**src/rtl/fp_wb_arbiter.sv**
```systemverilog
// fp_wb_arbiter: schedules FP result writebacks (load, fadd, fmul, fdiv) onto
// the two register-file write ports (y, x) with a round-robin arbiter and
// registered port outputs. It also holds a 32-entry pending-write scoreboard
// that the issue stage uses for RAW lookups and for stalling WAW.
// Ports:
//   clk, rst_n                  clock, asynchronous active-low reset
//   req_valid/req_rd/req_data   per-source writeback request (source i at slice i)
//   req_ready                   per-source grant; transfer on valid&ready at posedge
//   wey/wny/dy, wex/wnx/dx      registered write ports (y is the high-priority port)
//   iss_valid/iss_rd/iss_ready  dispatch of an op that will write iss_rd
//   rs_a/rs_b -> busy_a/busy_b  combinational pending lookups
// Latency: grant edge -> port valid for one cycle -> regfile write at the next edge.
// Backpressure: ungranted sources hold their request; a dispatch to a pending
// register is held off by iss_ready=0 until its writeback has been written.
module fp_wb_arbiter #(
  parameter int DW = 32,
  parameter int AW = 5
) (
  input  logic            clk,
  input  logic            rst_n,
  input  logic [3:0]      req_valid,
  input  logic [4*AW-1:0] req_rd,
  input  logic [4*DW-1:0] req_data,
  output logic [3:0]      req_ready,
  output logic            wey,
  output logic [AW-1:0]   wny,
  output logic [DW-1:0]   dy,
  output logic            wex,
  output logic [AW-1:0]   wnx,
  output logic [DW-1:0]   dx,
  input  logic            iss_valid,
  input  logic [AW-1:0]   iss_rd,
  output logic            iss_ready,
  input  logic [AW-1:0]   rs_a,
  input  logic [AW-1:0]   rs_b,
  output logic            busy_a,
  output logic            busy_b
);

  localparam int NREG = 1 << AW;

  logic [AW-1:0]   rd_arr  [4];
  logic [DW-1:0]   dat_arr [4];
  logic [1:0]      rr;
  logic            y_vld, x_vld;
  logic [1:0]      y_idx, x_idx, scan_idx;
  logic [NREG-1:0] pending, pending_nxt;

  for (genvar i = 0; i < 4; i++) begin : g_unpack
    assign rd_arr[i]  = req_rd[i*AW +: AW];
    assign dat_arr[i] = req_data[i*DW +: DW];
  end

  // Scan from rr upward. The first valid source takes slot y; the next valid
  // source with a different destination takes slot x, so both ports never
  // target the same register in one cycle.
  always_comb begin
    y_vld     = 1'b0;
    x_vld     = 1'b0;
    y_idx     = 2'd0;
    x_idx     = 2'd0;
    scan_idx  = 2'd0;
    req_ready = 4'b0000;
    for (int k = 0; k < 4; k++) begin
      scan_idx = rr + 2'(k);
      if (req_valid[scan_idx]) begin
        if (!y_vld) begin
          y_vld = 1'b1;
          y_idx = scan_idx;
        end else if (!x_vld && (rd_arr[scan_idx] != rd_arr[y_idx])) begin
          x_vld = 1'b1;
          x_idx = scan_idx;
        end
      end
    end
    if (y_vld) req_ready[y_idx] = 1'b1;
    if (x_vld) req_ready[x_idx] = 1'b1;
  end

  // Port registers. An empty slot only drops its write enable; the register
  // number and data keep their last values.
  always_ff @(posedge clk or negedge rst_n) begin
    if (!rst_n) begin
      rr  <= 2'd0;
      wey <= 1'b0;
      wny <= '0;
      dy  <= '0;
      wex <= 1'b0;
      wnx <= '0;
      dx  <= '0;
    end else begin
      wey <= y_vld;
      wex <= x_vld;
      if (y_vld) begin
        wny <= rd_arr[y_idx];
        dy  <= dat_arr[y_idx];
      end
      if (x_vld) begin
        wnx <= rd_arr[x_idx];
        dx  <= dat_arr[x_idx];
      end
      // x is always later in scan order than y, so it is the last grant.
      if (x_vld)      rr <= x_idx + 2'd1;
      else if (y_vld) rr <= y_idx + 2'd1;
    end
  end

  // A register is pending from dispatch until the edge on which its value is
  // written. iss_ready looks at the current bit, so a register still being
  // cleared this cycle cannot be set again in the same cycle.
  assign iss_ready = ~pending[iss_rd];
  assign busy_a    = pending[rs_a];
  assign busy_b    = pending[rs_b];

  always_comb begin
    pending_nxt = pending;
    if (wey) pending_nxt[wny] = 1'b0;
    if (wex) pending_nxt[wnx] = 1'b0;
    if (iss_valid && iss_ready) pending_nxt[iss_rd] = 1'b1;
  end

  always_ff @(posedge clk or negedge rst_n) begin
    if (!rst_n) pending <= '0;
    else        pending <= pending_nxt;
  end

endmodule

```
**config.mk**
```make
export PLATFORM = sky130hd
export DESIGN_NAME = fp_wb_arbiter
export DESIGN_NICKNAME = d
export VERILOG_FILES = /design/src/rtl/fp_wb_arbiter.sv
export SDC_FILE = /design/constraint.sdc
export NUM_CORES = 1
export LEC_CHECK = 0
export CELL_PAD_IN_SITES_DETAIL_PLACEMENT = 2
export CELL_PAD_IN_SITES_GLOBAL_PLACEMENT = 2
export CORE_ASPECT_RATIO = 1.4
export CORE_MARGIN = 1
export CORE_UTILIZATION = 31
export CTS_CLUSTER_SIZE = 30
export DETAILED_ROUTE_END_ITERATION = 8
export PLACE_DENSITY_LB_ADDON = 0.1
export SLEW_MARGIN = 0
export SYNTH_ARGS = -nofsm -noshare
export SYNTH_HDL_FRONTEND = slang
export SYNTH_SLANG_ARGS = --single-unit
```
**constraint.sdc**
```tcl
create_clock -name clk -period 7.8 [get_ports clk]
set_input_delay 1.56 -clock clk [delete_from_list [all_inputs] [get_ports clk]]
set_output_delay 1.56 -clock clk [all_outputs]
set_load 0.05 [all_outputs]
```
==> summary.txt <==
Timing
  • Post-route setup TNS: 0 ns
  • RSZ-0062 raised after global routing: no
  • Final hold slack: 0.470 ns
  • Worst Clk Skew: 0.0117 ns
  • Final Hold Vio Count: 0
  • Final min period: 7.26 ns
  • Final Cycle Share: 93.1%
  • Max Clock Freq: 138 MHz
  • Worst Tran Pin Value: 1.19 ns
  • Slew Limit Fails: 0
  • Setup violators final: 0
  • Rel. slew slack: 20.4%

Global routing
  • Largest net degree at the start of global routing: 72
  • GRT Resource Usage Total: 26.6%
  • Gr ovfl total: 0
  • Vias in the first global route: 10,100
  • First-pass GRT wire length: 62.9 mm
  • Initial antenna violation count: 1

Finish
  • Most frequent cells in the layout: 247 x clkdlybuf4s50_1, 179 x nand2_1, 109 x dfrtp_1
  • Layout area overhead: 31.6%
  • Most common cell after layout, fill and taps aside: clkdlybuf4s50_1
  • Share of cells above drive strength 1: 18.5%
  • Nets@finish: 1,351
  • Post-Layout Inst Area: 12,700 um2

Logic synthesis
  • Unique masters post-synth: 75
  • Post-Syn Instances: 987
  • Seq/Total Area, Yosys: 28.5%
  • Mapped Avg Cell Area: 9.78 um2
  • Top post-synthesis cells by area: dfrtp_1 29%, mux4_2 18%, a211oi_2 8.3%
  • Adder-cell share of the synthesized area: 0.233%
  • Post-synth EDFFs: 0
  • Synth Net Count: 1,158
  • Leading area contributor after synthesis: dfrtp_1
  • Syn. warnings: 0
  • Largest family of logic cells by synthesized area: multiplexers
  • Mapped cell area: 9650 um2
  • Ys async rst share: 100%
  • Xor/xnor share of the synthesized area: 1.18%
  • Compound-Gate Fraction of Synth Area: 21.5%
  • Post-synthesis register bit count: 110
  • Post-synthesis mux area share: 24.7%
  • Post-Synth Simple-Gate Area: 18.4%
  • Top-area cell type share of the netlist area: 28.5%
  • Ys flop type: dfrtp_1

Flow run
  • MaxCap Viol Count: 0

Placed design
  • Port bufs: 252
  • Placed cell areas: 12,400 um2
  • Post-DP HPWL: 30.8 mm
  • Placer Congestion: 0.835

Die
  • Die width: 151 um
  • I/O pin count: 253
  • Die Y: 211 um
  • Die area: 31,900 um2
  • Area of the core: 30,700 um2
  • FP Rows: 76
  • Initial core utilization: 31.4%

Power
  • Maximum vdd drop: 608 uV
  • Pwr Density: 551 nW/um2
  • Tot Pwr: 7000 uW
  • Leakage: 0.00491 uW

Drt
  • DRT iter0 DRCs: 372
  • Via density: 5.81
  • Vias: 9,159
  • Final Routed Wirelength: 41.7 mm
  • 1st-pass router iterations: 4
  • Post-route ant nets: 0
  • Drc violations: 0
  • Drt wl/cell: 26.5 um

Critical path
  • Critical path capture point type: output port
  • WP data arrival: 5.70 ns
  • R2r endpoint: dx[23]$_DFFE_PN0P_
  • FF-to-FF path depth: 16
  • Critical path type: in2out
  • CP cell instances: clkdlybuf4s50_1, mux2i_1, a21oi_1, ha_1, mux2_4, nand3_2, a221oi_1, nor3_1, nor4b_1, a41o_2, or2_1, o21a_2, nand2_1, o32ai_1, buf_12
  • Crit-path max FO: 13
  • Nature of the critical path startpoint: input port
  • Largest stage delay on the critical path: 0.67 ns
  • Worst endpoint required time: 6.24 ns
  • Reg2reg setup slack: 2.38 ns
  • Critical register-to-register path startpoint: rr[1]$_DFFE_PN0P_
  • CP max-delay cell: clkdlybuf4s50_1

Worst hold path
  • Worst min-delay path class: reg2reg
  • Hold path startpoint: dy[22]$_DFFE_PN0N_
  • Worst hold endpoint: dy[22]$_DFFE_PN0N_
  • Worst hold path stage count: 2

CTS
  • CTS Hold Buffers Added: 0
  • H-tree levels: 3
  • CTS root buffer: clkbuf_16
  • CTS tree: done
  • Cts repair resizes: 0
  • Max clock buf depth: 2
  • TritonCTS buffer count: 9
  • CTS Sinks: 110
  • Clock Pin Slew Worst Setup and Hold Paths: 0.07 ns
  • Setup bufs post-CTS: 0
  • Worst-Skew Late Latency: 0.38 ns

Outcome
  • Status: completed
sequential cells by signal, indices dropped and copies added, names as in the netlist:
signal	count
dx	32
dy	32
pending	32
rr	2
wex	1
wey	1
wnx	5
wny	5
kinds of logic after synthesis:
kind of cell / count (synthesis)
compound gates: 245
xor+xnor: 13
fa+ha+maj: 2
buf+inv: 103
flops: 110
mux: 138
simple gates: 376
synthesized netlist by cell type (13+ instances only):
library cell,count
clkbuf_1,42
a211oi_2,64
a211oi_1,13
a21oi_1,25
dfrtp_1,110
mux2i_1,48
and3_1,43
o21ai_0,41
a22oi_1,24
buf_2,18
nor2_1,67
nor3_1,17
nand2_1,179
mux4_2,78
buf_1,13
worst max-delay path by stage:
stage / startpoint / to / slack, ns / cells after the start
after floorplan: req_valid[3] / req_ready[3] / 0.58 / 18
after global placement: req_valid[0] / req_ready[3] / 0.80 / 14
after detailed placement: req_valid[0] / req_ready[3] / 0.58 / 14
after CTS: req_valid[0] / req_ready[3] / 0.57 / 14
after global routing: req_valid[0] / req_ready[0] / 0.20 / 16
final: req_valid[0] / req_ready[0] / 0.54 / 15
critical path, delay by kind of cell:
kind / cells / cell delay (ns)
compound gates: 5 / 1.39
buf+inv: 2 / 0.87
simple gates: 5 / 0.98
mux: 2 / 0.52
fa+ha+maj: 1 / 0.37
power breakdown:
group          total, uW  internal (uW)  switching, uW
Clock                471            228            243
Combinational       5350           2100           3250
Sequential          1180            875            304
Total               7000           3200           3800
metal layers:
layer / vias to the layer above / routed length (um) / track usage, %
li1: 4131 / - / -
met1: 4737 / 16600 / 30.8
met2: 231 / 22200 / 48.1
met3: 60 / 1610 / 4.25
met4: 0 / 1350 / 10.4
met5: - / 0 / 0
stage by stage:
step                      util, %  std cells  worst slack, ns
after floorplan                 -        987            0.582
after global placement       40.4       1559            0.799
after detailed placement     40.4       1559            0.582
after CTS                    41.4       1575            0.568
after global routing         41.4       1576            0.204
final                        41.4       1576            0.536
layout make-up:
class,count,area [um2]
Multi-Input combinational cell,774,6410
Inverter,11,41.3
Clock inverter,6,45.0
Fill cell,3315,18000
Antenna cell,1,2.50
Sequential cell,110,2750
Tap cell,390,488
Clock buffer,10,239
Timing Repair Buffer,274,2730
(Power assumes the default switching activity.)
